--- config.mk ---
export PLATFORM = sky130hd
export DESIGN_NAME = ps2_scan_ctrl
export DESIGN_NICKNAME = d
export VERILOG_FILES = /design/src/rtl/ps2_scan_ctrl.sv
export SDC_FILE = /design/constraint.sdc
export NUM_CORES = 1
export LEC_CHECK = 0
export BUFFER_PORTS_ARGS = -buffer_cell sky130_fd_sc_hd__buf_2
export CAP_MARGIN = 5
export CORE_ASPECT_RATIO = 0.5
export CORE_UTILIZATION = 40
export CTS_CLUSTER_DIAMETER = 50
export DETAILED_ROUTE_END_ITERATION = 10
export PLACE_DENSITY = 0.68
export SLEW_MARGIN = 10
export SYNTH_ARGS = -nofsm -noshare
export SYNTH_HDL_FRONTEND = slang
export SYNTH_SLANG_ARGS = --single-unit
--- constraint.sdc ---
create_clock -name clk -period 2.9 [get_ports clk]
set_input_delay 0.435 -clock clk [delete_from_list [all_inputs] [get_ports clk]]
set_output_delay 0.435 -clock clk [all_outputs]
set_load 0.01 [all_outputs]
--- src/rtl/ps2_scan_ctrl.sv ---
// ps2_scan_ctrl
// Drains the ps2_keyboard receive FIFO one byte at a time and folds the
// E0 (extended) and F0 (break) prefixes into a single key event per
// make/break. Events go out through a one-entry valid/ready slot. The
// controller also tracks the currently held key, filters or flags typematic
// repeats, counts fresh presses and remembers FIFO overflow.
//
// Ports:
//   clk, rst        system clock, synchronous active-high reset
//   kb_data         FIFO head byte
//   kb_ready        FIFO non-empty
//   kb_overflow     FIFO overflow flag
//   kb_nextdata_n   active-low pop strobe (one cycle per byte)
//   ev_valid/ready  event handshake
//   ev_code         scan code with prefixes stripped
//   ev_ext          event carried an E0 prefix
//   ev_release      1 = break, 0 = make
//   ev_repeat       make of the already-held key (SUPPRESS_REPEAT=0 only)
//   held_valid/code/ext  currently held key
//   press_cnt       count of non-repeat makes (wraps)
//   ovf_sticky      FIFO overflow seen since reset
module ps2_scan_ctrl #(
  parameter bit          SUPPRESS_REPEAT = 1'b1,
  parameter logic [15:0] PREFIX_TIMEOUT  = 16'd50000,
  parameter int          CNT_W           = 8
) (
  input  logic             clk,
  input  logic             rst,
  input  logic [7:0]       kb_data,
  input  logic             kb_ready,
  input  logic             kb_overflow,
  output logic             kb_nextdata_n,
  output logic             ev_valid,
  input  logic             ev_ready,
  output logic [7:0]       ev_code,
  output logic             ev_ext,
  output logic             ev_release,
  output logic             ev_repeat,
  output logic             held_valid,
  output logic [7:0]       held_code,
  output logic             held_ext,
  output logic [CNT_W-1:0] press_cnt,
  output logic             ovf_sticky
);

  typedef enum logic [1:0] {
    ST_IDLE = 2'd0,
    ST_POP  = 2'd1,
    ST_GAP  = 2'd2
  } state_t;

  state_t      state_r;
  logic        ext_p_r;
  logic        brk_p_r;
  logic [15:0] tmo_cnt_r;

  logic pop_s, tmo_fire_s, flag_clr_s;
  logic ext_e_s, brk_e_s, ext_nx_s, brk_nx_s;
  logic is_e0_s, is_f0_s, is_err_s, is_code_s, match_s;
  logic emit_s, emit_rep_s, press_s, held_set_s, held_clr_s, tmo_run_s;

  // Pop decision, prefix bookkeeping and event classification for the byte at the FIFO head.
  always_comb begin
    pop_s      = (state_r == ST_IDLE) & kb_ready & (~ev_valid | ev_ready);
    tmo_fire_s = (tmo_cnt_r == PREFIX_TIMEOUT);
    tmo_run_s  = (ext_p_r | brk_p_r) & (state_r == ST_IDLE) & ~kb_ready;
    // Overflow or timeout wipes the prefixes before the popped byte is looked at,
    // so a byte arriving on the same edge sees clean flags and may set its own.
    flag_clr_s = kb_overflow | tmo_fire_s;
    ext_e_s    = ext_p_r & ~flag_clr_s;
    brk_e_s    = brk_p_r & ~flag_clr_s;
    is_e0_s    = (kb_data == 8'hE0);
    is_f0_s    = (kb_data == 8'hF0);
    is_err_s   = (kb_data == 8'h00) | (kb_data == 8'hFF);
    is_code_s  = pop_s & ~is_e0_s & ~is_f0_s & ~is_err_s;
    match_s    = held_valid & (held_ext == ext_e_s) & (held_code == kb_data);

    emit_s     = 1'b0;
    emit_rep_s = 1'b0;
    press_s    = 1'b0;
    held_set_s = 1'b0;
    held_clr_s = 1'b0;
    if (is_code_s) begin
      if (brk_e_s) begin
        emit_s     = 1'b1;
        held_clr_s = match_s;
      end else if (match_s) begin
        emit_s     = ~SUPPRESS_REPEAT;
        emit_rep_s = 1'b1;
      end else begin
        emit_s     = 1'b1;
        press_s    = 1'b1;
        held_set_s = 1'b1;
      end
    end else begin
      emit_s = 1'b0;
    end

    ext_nx_s = ext_e_s;
    brk_nx_s = brk_e_s;
    if (pop_s) begin
      if (is_e0_s) begin
        ext_nx_s = 1'b1;
      end else if (is_f0_s) begin
        brk_nx_s = 1'b1;
      end else begin
        // Error bytes and completed codes both leave no prefix pending.
        ext_nx_s = 1'b0;
        brk_nx_s = 1'b0;
      end
    end else begin
      ext_nx_s = ext_e_s;
      brk_nx_s = brk_e_s;
    end
  end

  // Fetch FSM, prefix flags, timeout, held-key tracking and the event output slot.
  always_ff @(posedge clk) begin
    if (rst) begin
      state_r       <= ST_IDLE;
      kb_nextdata_n <= 1'b1;
      ext_p_r       <= 1'b0;
      brk_p_r       <= 1'b0;
      tmo_cnt_r     <= 16'd0;
      ev_valid      <= 1'b0;
      ev_code       <= 8'h00;
      ev_ext        <= 1'b0;
      ev_release    <= 1'b0;
      ev_repeat     <= 1'b0;
      held_valid    <= 1'b0;
      held_code     <= 8'h00;
      held_ext      <= 1'b0;
      press_cnt     <= '0;
      ovf_sticky    <= 1'b0;
    end else begin
      case (state_r)
        ST_IDLE: begin
          if (pop_s) begin
            state_r       <= ST_POP;
            kb_nextdata_n <= 1'b0;
          end else begin
            state_r       <= ST_IDLE;
            kb_nextdata_n <= 1'b1;
          end
        end
        ST_POP: begin
          state_r       <= ST_GAP;
          kb_nextdata_n <= 1'b1;
        end
        ST_GAP: begin
          // Lets kb_ready settle to the advanced FIFO read pointer.
          state_r       <= ST_IDLE;
          kb_nextdata_n <= 1'b1;
        end
        default: begin
          state_r       <= ST_IDLE;
          kb_nextdata_n <= 1'b1;
        end
      endcase

      ext_p_r <= ext_nx_s;
      brk_p_r <= brk_nx_s;

      if (pop_s || tmo_fire_s) begin
        tmo_cnt_r <= 16'd0;
      end else if (tmo_run_s) begin
        tmo_cnt_r <= tmo_cnt_r + 16'd1;
      end else begin
        tmo_cnt_r <= tmo_cnt_r;
      end

      if (kb_overflow) begin
        ovf_sticky <= 1'b1;
      end

      if (held_set_s) begin
        held_valid <= 1'b1;
        held_code  <= kb_data;
        held_ext   <= ext_e_s;
      end else if (held_clr_s) begin
        held_valid <= 1'b0;
      end

      if (press_s) begin
        press_cnt <= press_cnt + {{(CNT_W-1){1'b0}}, 1'b1};
      end

      // A new event may load on the same edge the previous one is taken.
      if (emit_s) begin
        ev_valid   <= 1'b1;
        ev_code    <= kb_data;
        ev_ext     <= ext_e_s;
        ev_release <= brk_e_s;
        ev_repeat  <= emit_rep_s;
      end else if (ev_valid && ev_ready) begin
        ev_valid <= 1'b0;
      end
    end
  end

endmodule

Word level (Yosys, flattened, before mapping)
Cells that the tools add are included.

word-level totals
  memory bits (read-only) = 0
  output and inout bits = 32
  input bits = 13
  RAM bits = 0
  register bits = 52
  memories = 0
  bits in latches = 0
  word-level logic and storage cells = 77

operators by class
  div/mod/pow operators = 0
  reduce and logical (&&, ||, !) cells = 8
  shifts and indexed selects = 0
  $mul = 0
  multiplexer cells = 23
  order comparisons = 0
  bitwise logic cells = 22
  add/subtract/negate cells = 2
  equal/unequal tests = 7

operators by type and width
  cell                                                              number
  8-bit == test (second input constant)                             3
  1-bit two-way mux                                                 22
  16-bit by 1-bit adder with 16-bit output (second input constant)  1
  16-bit == test (second input constant)                            1
  1-bit bitwise AND                                                 11
  8-bit by 1-bit adder with 8-bit output (second input constant)    1
  8-bit == test                                                     1
  8-bit logical NOT                                                 1
  1-bit inverter                                                    7
  1-bit OR                                                          4
  2-bit case mux with 2 select lines                                1
  2-bit nonzero test                                                2
  2-bit OR reduction                                                2
  2-bit by 1-bit == test with 1-bit output (second input constant)  1
  2-bit logical NOT                                                 1
  1-bit == test                                                     1
  1-bit logical AND                                                 1
  1-bit logical OR                                                  1

Depth between registers and ports, before layout
Gate-level depths: netlist of the first run.

  depth after elaboration = 11
  mapped depth = 9
  gate-level depth less buffers = 7

Worst setup path after synthesis of the first run
OpenSTA, ideal clock, no wires.

  kind = flip-flop to flip-flop
  from = register tmo_cnt_r[2]
  to = register press_cnt[3]
  arrival time = 2,190 ps
  slack = 587 ps
  data required time = 2,777 ps
  setup time = 123 ps
  stages on the path, launching flop included = 7
  cell sequence = dfxtp_1 > or4b_4 > o41a_1 > xnor2_2 > buf_6 > a211oi_1 > mux2_1

between the ends
  longest elaborated chain between the ends = 10
  elaborated cells between the ends (all ways) = 11
  those cells by class = eq/ne: 2; mux: 3; bitwise: 6

ends and longest elaborated chain
  what                            line    text
  start, declared                 55      logic [15:0] tmo_cnt_r;
  start signal, assigned          167     tmo_cnt_r <= tmo_cnt_r + 16'd1;
  start signal, assigned          169     tmo_cnt_r <= tmo_cnt_r;
  16-bit == test (*)              65      tmo_fire_s = (tmo_cnt_r == PREFIX_TIMEOUT);
  1-bit OR (*)                    69      flag_clr_s = kb_overflow | tmo_fire_s;
  1-bit inverter (*)              70, 71
  1-bit bitwise AND               70      ext_e_s = ext_p_r & ~flag_clr_s;
  1-bit == test                   76      match_s = held_valid & (held_ext == ext_e_s) & (held_code == kb_data);
  1-bit bitwise AND (2 in a row)  76
  1-bit two-way mux               87      end else if (match_s) begin
  1-bit two-way mux (*)           84      if (brk_e_s) begin
  1-bit two-way mux (*)           83      if (is_code_s) begin
  end signal, assigned            185     press_cnt <= press_cnt + {{(CNT_W-1){1'b0}}, 1'b1};
  end, declared                   42      output logic [CNT_W-1:0] press_cnt,

Mark *: on every way between the ends. The rest lies on a longest branch, timed or not.
A chain may end at the register's enable or synchronous reset.

Worst setup path in the final report of the first run
  from = register tmo_cnt_r[2]
  to = register held_code[5]

between the ends
  longest elaborated chain between the ends = 10
  elaborated cells between the ends (all ways) = 11
  those cells by class = eq/ne: 2; mux: 3; bitwise: 6

ends and longest elaborated chain
  what                            line    text
  16-bit == test (*)              65
  1-bit OR (*)                    69
  1-bit inverter (*)              70, 71
  1-bit bitwise AND               70
  1-bit == test                   76
  1-bit bitwise AND (2 in a row)  76
  1-bit two-way mux               87
  1-bit two-way mux (*)           84
  1-bit two-way mux (*)           83
  end signal, assigned            178     held_code <= kb_data;
  end, declared                   40      output logic [7:0] held_code,

Marks and branches as above.

==> summary.md, run 1 <==
| Metric | Value |
|---|---|
| Post-CTS setup buffer count | 0 |
| Via/cell ratio | about 5.0 |
| Fin. max-slew vios | 0 |
| Pwr dens | ~500 nW/um2 |
| Worst setup path class | reg2reg |
| Top_reg_cell synth | dfxtp_1 |
| Maxcap violations | 0 |
| Hold-fix buffers, CTS | 0 |
| Post-route setup slack | about 0.32 ns |
| R2R Path End | held_code[5]$_SDFFE_PP0P_ |
| Critical-path top delay cell | or4b_4 |
| Clock transition at path regs | ~0.060 ns |
| Core Area | a little over 6000 um2 |
| Startpoint Class | register |
| GRT overflow | 0 |
| Initial antenna violation count | 0 |
| Post-detail-place hpwl | ~3.8 mm |
| Die width | between 100 and 150 um |
| Largest net degree at the start of global routing | 31 |
| Synth cell types | 50 |
| CTS Buf Count | 5 |
| Worst r2r src | tmo_cnt_r[2]$_SDFFE_PP0P_ |
| Antenna cell count | 0 |
| Critical Path Sink | held_code[5]$_SDFFE_PP0P_ |
| Final setup vio count | 0 |
| Post-synth top area share | 39.8% |
| Total track usage | between 10% and 20% |
| Vias in the first global route | around 1,800 |
| Most frequent cells in the layout | dfxtp_1 (52), buf_2 (44), nor2_1 (23) |
| Tot Pwr | around 1.5 mW |
| Post-route ant nets | 0 |
| Final TNS setup | 0 ns |
| R2r setup slk | 0.32 ns |
| Syn Area/Cell | approximately 9.7 um2 |
| Worst setup EP type | register |
| Die H | roughly 59 um |
| Syn Nets | 287 |
| CP max stage delay | ~0.57 ns |
| Number of synthesized flops with an enable pin | 0 |
| Worst slack, placed | approximately 0.34 ns |
| YS warnings | 0 |
| Transition time of the tightest slew-check pin | around 0.82 ns |
| Layout Area Growth over Synthesis | 16.3% |
| Relative slew slack | 44.8% |
| Peak Freq | just under 400 MHz |
| Crit path max fanout | 10 |
| I/O Buffers | 44 |
| Initial DRC Count | between 70 and 80 |
| Number of synthesized register bits | 52 |
| Worst Hold Class | in2reg |
| Mapped Cells | approximately 270 |
| Synth area leaders | dfxtp_1 (40%), mux2i_1 (7.6%), xnor2_1 (5.4%) |
| Die area | roughly 7000 um2 |
| Most common cell after layout, fill and taps aside | dfxtp_1 |
| Wire per inst | 12.5 um |
| IO Count | 45 |
| CP cell instances | or4b_4, o41a_1, xnor2_2, buf_4, a21o_1, mux2i_1 |
| Nets@finish | 328 |
| Final GP Congestion | a little under 0.8 |
| Max IR drop VDD | just under 0.3 mV |
| Crit share post-route | between 80% and 90% |
| Async SR Flop Fraction | 0% |
| FP Rows | 20 |
| Clk_lat worst skew | about 0.28 ns |
| Hold Vio Cnt, Final | 0 |
| Leakage | ~1.2 nW |
| Min Tclk post-route | approximately 2.6 ns |
| Delay-heaviest family, CP | compound AO/OA/AOI/OAI gates |
| Post-Syn Area | roughly 2600 um2 |
| CTS root buffer | clkbuf_16 |
| Worst Path Buf+Inv | 1 |
| Area leader, netlist | dfxtp_1 |
| Maximum clock path buffer count | 2 |
| Clock skew | around 0.0054 ns |
| Global-route wire length before repair | 8.40 mm |
| Worst Setup SP | tmo_cnt_r[2]$_SDFFE_PP0P_ |
| Clock sink total | 52 |
| CP Depth | 6 |
| Share of layout cells above drive strength 1 | a little under a quarter |
| CTS tree | done |
| Htree depth | 2 |
| DRC | 0 |
| DR vias | 1,989 |
| Unrepaired setup endpoints after global routing | false |
| Drt total wl | a little over 5 mm |
| Path depth of the worst reg2reg path | 6 |
| CTS resizes | 0 |
| Status | completed |
| Seq/Total Area, Yosys | about two fifths |
| Required @ worst endpoint | roughly 3.1 ns |
| CP Data Arrival Time | roughly 2.8 ns |
| Initial Util | between 40% and 50% |
| First-pass detailed-route iteration total | 4 |
routing by layer:
| metal | global-route usage (%) | routed length (um) |
|---|---|---|
| met4 | 3.48 | 19 |
| met3 | 3.48 | 153 |
| met2 | 25.4 | 2270 |
| met5 | 0 | 0 |
| met1 | 21.3 | 2590 |
worst min path at each step:
stage	cells after the start	end	startpoint	slack (ns)
detailed placement	1	state_r[1]$_SDFF_PP0_	state_r[1]$_SDFF_PP0_	0.44
CTS	3	ovf_sticky$_SDFFE_PP0P_	kb_overflow	0.41
finish	3	ovf_sticky$_SDFFE_PP0P_	kb_overflow	0.41
global route	3	ovf_sticky$_SDFFE_PP0P_	kb_overflow	0.44
global placement	1	state_r[1]$_SDFF_PP0_	state_r[1]$_SDFF_PP0_	0.43
floorplan	1	state_r[1]$_SDFF_PP0_	state_r[1]$_SDFF_PP0_	0.42
sequential cells by signal (all words and copies together) (netlist names), 2 cells and up:
signal and count:
state_r 2, ev_code 8, press_cnt 8, held_code 8, tmo_cnt_r 16
synth_stat cells, types with 2 or more instances:
master,count
nor3_1,7
nand3_1,7
nor2_1,23
clkbuf_1,9
xnor2_1,16
buf_6,3
inv_1,10
or4b_4,2
and3_2,3
a21oi_1,7
a211oi_1,3
nand2b_1,12
nand4_1,5
nor2b_1,9
mux2i_1,20
ha_1,3
a211oi_2,4
nor4_1,5
nand2_1,6
o21ai_0,6
or2b_1,18
dfxtp_1,52
xor2_1,3
and3_1,3
or3_1,5
mux2_1,6
final cells by class:
cell class	count	area (um2)
clock buffers	8	146
inverters	10	37.5
multi-input cells	196	1470
well taps	88	110
fillers	574	3140
flip-flops and latches	52	1040
repair buffers	47	243
cells by family (layout without fill, tap and decap cells):
family                   Yosys count  after routing  synth area share, %
adder cells (fa/ha/maj)            3              3                 1.43
AO/OA/AOI/OAI                     35             35                 11.6
XOR/XNOR                          20             20                 6.98
flip-flops                        52             52                 39.8
AND/OR/NAND/NOR                  111            111                 25.2
multiplexers                      27             27                 10.7
buffers and inverters             23             65                 4.44
where the power goes:
part | internal (mW) | switching (mW) | total, mW
registers | 0.743 | 0.0219 | 0.765
clock network | 0.344 | 0.233 | 0.578
logic | 0.0844 | 0.103 | 0.187
worst min-delay path, cell delays in order:
cell,delay [ns]
buf_2,0.11
nor2_1,0.04
nor2_1,0.07
through the flow:
stage | hold slack (ns) | cell area [um2] | util (%) | cells
after CTS | 0.411 | 3050 | 49.3 | 401
final | 0.411 | 3050 | 49.3 | 401
after global routing | 0.441 | 3050 | 49.3 | 401
after detailed placement | 0.444 | 2900 | 46.9 | 393
after floorplan | 0.423 | 2620 | - | 271
after global placement | 0.431 | 2900 | 46.9 | 393
Note: power is estimated with default switching activity, not from simulation.
==> run 2: changes to the inputs <==
--- a/config.mk
+++ b/config.mk
@@ -5,10 +5,11 @@
 export SDC_FILE = /design/constraint.sdc
 export NUM_CORES = 1
 export LEC_CHECK = 0
-export BUFFER_PORTS_ARGS = -buffer_cell sky130_fd_sc_hd__buf_2
+export BUFFER_PORTS_ARGS = -buffer_cell sky130_fd_sc_hd__buf_4
 export CAP_MARGIN = 5
 export CORE_ASPECT_RATIO = 0.5
 export CORE_UTILIZATION = 40
+export CTS_BUF_LIST = sky130_fd_sc_hd__clkbuf_8 sky130_fd_sc_hd__clkbuf_16
 export CTS_CLUSTER_DIAMETER = 50
 export DETAILED_ROUTE_END_ITERATION = 10
 export PLACE_DENSITY = 0.68
==> run 2 against run 1 <==
Net effect: routed wire length increased by 4.1%; combinational power increased by 10%; total power increased by 1.8%; sequential power about the same; non-clock buffer count decreased by 1; clock skew increased by 0.0018 ns; flip-flop and latch count unchanged; worst hold slack got worse by 0.036 ns; fmax decreased by 2.1%; register-to-register slack got worse by 0.06 ns; count of clock-buffer cells in the layout decreased by 3.
==> summary.md, run 2 (synthesized netlist as in run 1, its figures left out) <==
| Metric | Value |
|---|---|
| Worst r2r src | tmo_cnt_r[2]$_SDFFE_PP0P_ |
| Largest net degree at the start of global routing | 54 |
| Pwr dens | around 490 nW/um2 |
| Hold-fix buffers, CTS | 0 |
| Die width | approximately 120 um |
| Hold Vio Cnt, Final | 0 |
| Reg area | approximately 1000 um2 |
| Transition time of the tightest slew-check pin | 0.890 ns |
| Post-route cell area | ~3200 um2 |
| Crit share post-route | approximately 91% |
| Status | completed |
| Vias in the first global route | 1,821 |
| Worst Hold Class | in2reg |
| CTS resizes | 0 |
| Die area | a little under 7000 um2 |
| Initial Util | approximately 42% |
| CP Data Arrival Time | between 2 and 3 ns |
| Startpoint Class | register |
| Biggest register | tmo_cnt_r |
| Nets@finish | roughly 330 |
| Global-route wire length before repair | around 8.5 mm |
| CP cell instances | or4b_4, o41a_1, xnor2_2, a31oi_2, mux2i_1 |
| Via/cell ratio | between 4 and 5 |
| Clock transition at path regs | 0.07 ns |
| Most common cell after layout, fill and taps aside | dfxtp_1 |
| First-pass detailed-route iteration total | 4 |
| Delay-heaviest family, CP | compound AO/OA/AOI/OAI gates |
| Share of layout cells above drive strength 1 | 24.0% |
| CTS root buffer | clkbuf_16 |
| CP max stage delay | 0.66 ns |
| Unrepaired setup endpoints after global routing | false |
| Crit path max fanout | 10 |
| Cell Area, Placed | approximately 3000 um2 |
| CTS Buf Count | 5 |
| Final GP Congestion | ~0.76 |
| Max FFs per register | 16 |
| Worst setup path class | reg2reg |
| Clk_lat worst skew | around 0.29 ns |
| Fin. max-slew vios | 0 |
| Total track usage | between 10% and 20% |
| Maximum clock path buffer count | 2 |
| CP Depth | 5 |
| Required @ worst endpoint | 3.11 ns |
| Multi-input gate area | 1470 um2 |
| Clock skew | about 0.007 ns |
| Post-route ant nets | 0 |
| Initial DRC Count | 98 |
| Worst setup EP type | register |
| Antenna cell count | 0 |
| HP Start | kb_overflow |
| Htree depth | 2 |
| DR vias | 1,988 |
| CTS tree | done |
| Max IR drop VDD | ~0.24 mV |
| Wire per inst | between 10 and 15 um |
| Fillers | 588 |
| Min Tclk post-route | between 2 and 3 ns |
| Core Area | between 6000 and 7000 um2 |
| Final setup vio count | 0 |
| Post-detail-place hpwl | between 3 and 4 mm |
| Maxcap violations | 0 |
| Initial antenna violation count | 0 |
| Layout Area Growth over Synthesis | 20.3% |
| Peak Freq | 379 MHz |
| WHS Path Cells | 3 |
| IO Count | between 40 and 50 |
| DRC | 0 |
| Clock sink total | 52 |
| Final TNS setup | 0 ns |
| Drt total wl | about 5.2 mm |
| R2r setup slk | about 0.26 ns |
| Worst Hold Path EP | ovf_sticky$_SDFFE_PP0P_ |
| GRT overflow | 0 |
| Worst Path Buf+Inv | 0 |
| FP Rows | 20 |
| R2R Path End | ev_code[4]$_SDFFE_PP0P_ |
| Most frequent cells in the layout | dfxtp_1 (52), buf_4 (46), nor2_1 (23) |
| Path depth of the worst reg2reg path | 5 |
| I/O Buffers | 44 |
| Leakage | between 1 and 1.5 nW |
| Die H | 59.2 um |
| Post-CTS setup buffer count | 0 |
| Critical-path top delay cell | a31oi_2 |
| Relative slew slack | 40.5% |
==> run 2: cell count changes in the layout (fill, tap and decap cells not counted), sizes merged <==
cell / change
clkinv: +1
clkbuf: -3
clkinvlp: +2
buf: -1
==> run 2: power breakdown <==
group	internal [mW]	switching [mW]
Sequential	0.743	0.0235
Combinational	0.101	0.105
Clock	0.321	0.263
==> run 2: metrics by stage <==
step / setup slack (ns) / power (mW) / utilization [%] / instances / hold slack, ns
4_1_cts: 0.273 / 1.57 / 51.0 / 400 / 0.383
3_3_place_gp: 0.380 / 0.982 / 48.6 / 392 / 0.430
3_5_place_dp: 0.304 / 0.988 / 48.6 / 392 / 0.449
2_1_floorplan: 0.587 / 0.913 / - / 271 / 0.423
6_report: 0.263 / 1.56 / 51.0 / 400 / 0.376
5_1_grt: 0.177 / 1.61 / 51.0 / 400 / 0.418
==> run 2: layout make-up <==
| class | count | area share (%) |
|---|---|---|
| multi-input cells | 196 | 46.6 |
| inverters | 10 | 1.19 |
| clock inverters | 3 | 0.755 |
| clock buffers | 5 | 3.97 |
| well taps | 88 | 3.49 |
| repair buffers | 46 | 11.0 |
| flip-flops and latches | 52 | 33.0 |
==> run 2: layer usage <==
| metal | routed length (um) | up-vias | GRT usage [%] |
|---|---|---|---|
| li1 | - | 1023 | - |
| met1 | 2650 | 938 | 21.4 |
| met2 | 2430 | 23 | 26.1 |
| met3 | 110 | 4 | 3.27 |
| met4 | 37 | 0 | 4.03 |
| met5 | 0 | - | 0 |
==> run 2: worst reg2reg max path, stage by stage, from the launching register on <==
cell and delay (ns):
dfxtp_1 0.36, or4b_4 0.57, o41a_1 0.52, xnor2_2 0.17, a31oi_2 0.66, mux2i_1 0.28
==> run 2: worst max path at each step <==
| stage | to | from | slack (ns) |
|---|---|---|---|
| floorplan | press_cnt[3]$_SDFFE_PP0P_ | tmo_cnt_r[2]$_SDFFE_PP0P_ | 0.59 |
| finish | ev_code[4]$_SDFFE_PP0P_ | tmo_cnt_r[2]$_SDFFE_PP0P_ | 0.26 |
| CTS | held_code[7]$_SDFFE_PP0P_ | tmo_cnt_r[2]$_SDFFE_PP0P_ | 0.27 |
| detailed placement | ev_code[4]$_SDFFE_PP0P_ | tmo_cnt_r[2]$_SDFFE_PP0P_ | 0.30 |
| global placement | press_cnt[3]$_SDFFE_PP0P_ | tmo_cnt_r[2]$_SDFFE_PP0P_ | 0.38 |
| global route | held_code[0]$_SDFFE_PP0P_ | tmo_cnt_r[2]$_SDFFE_PP0P_ | 0.18 |
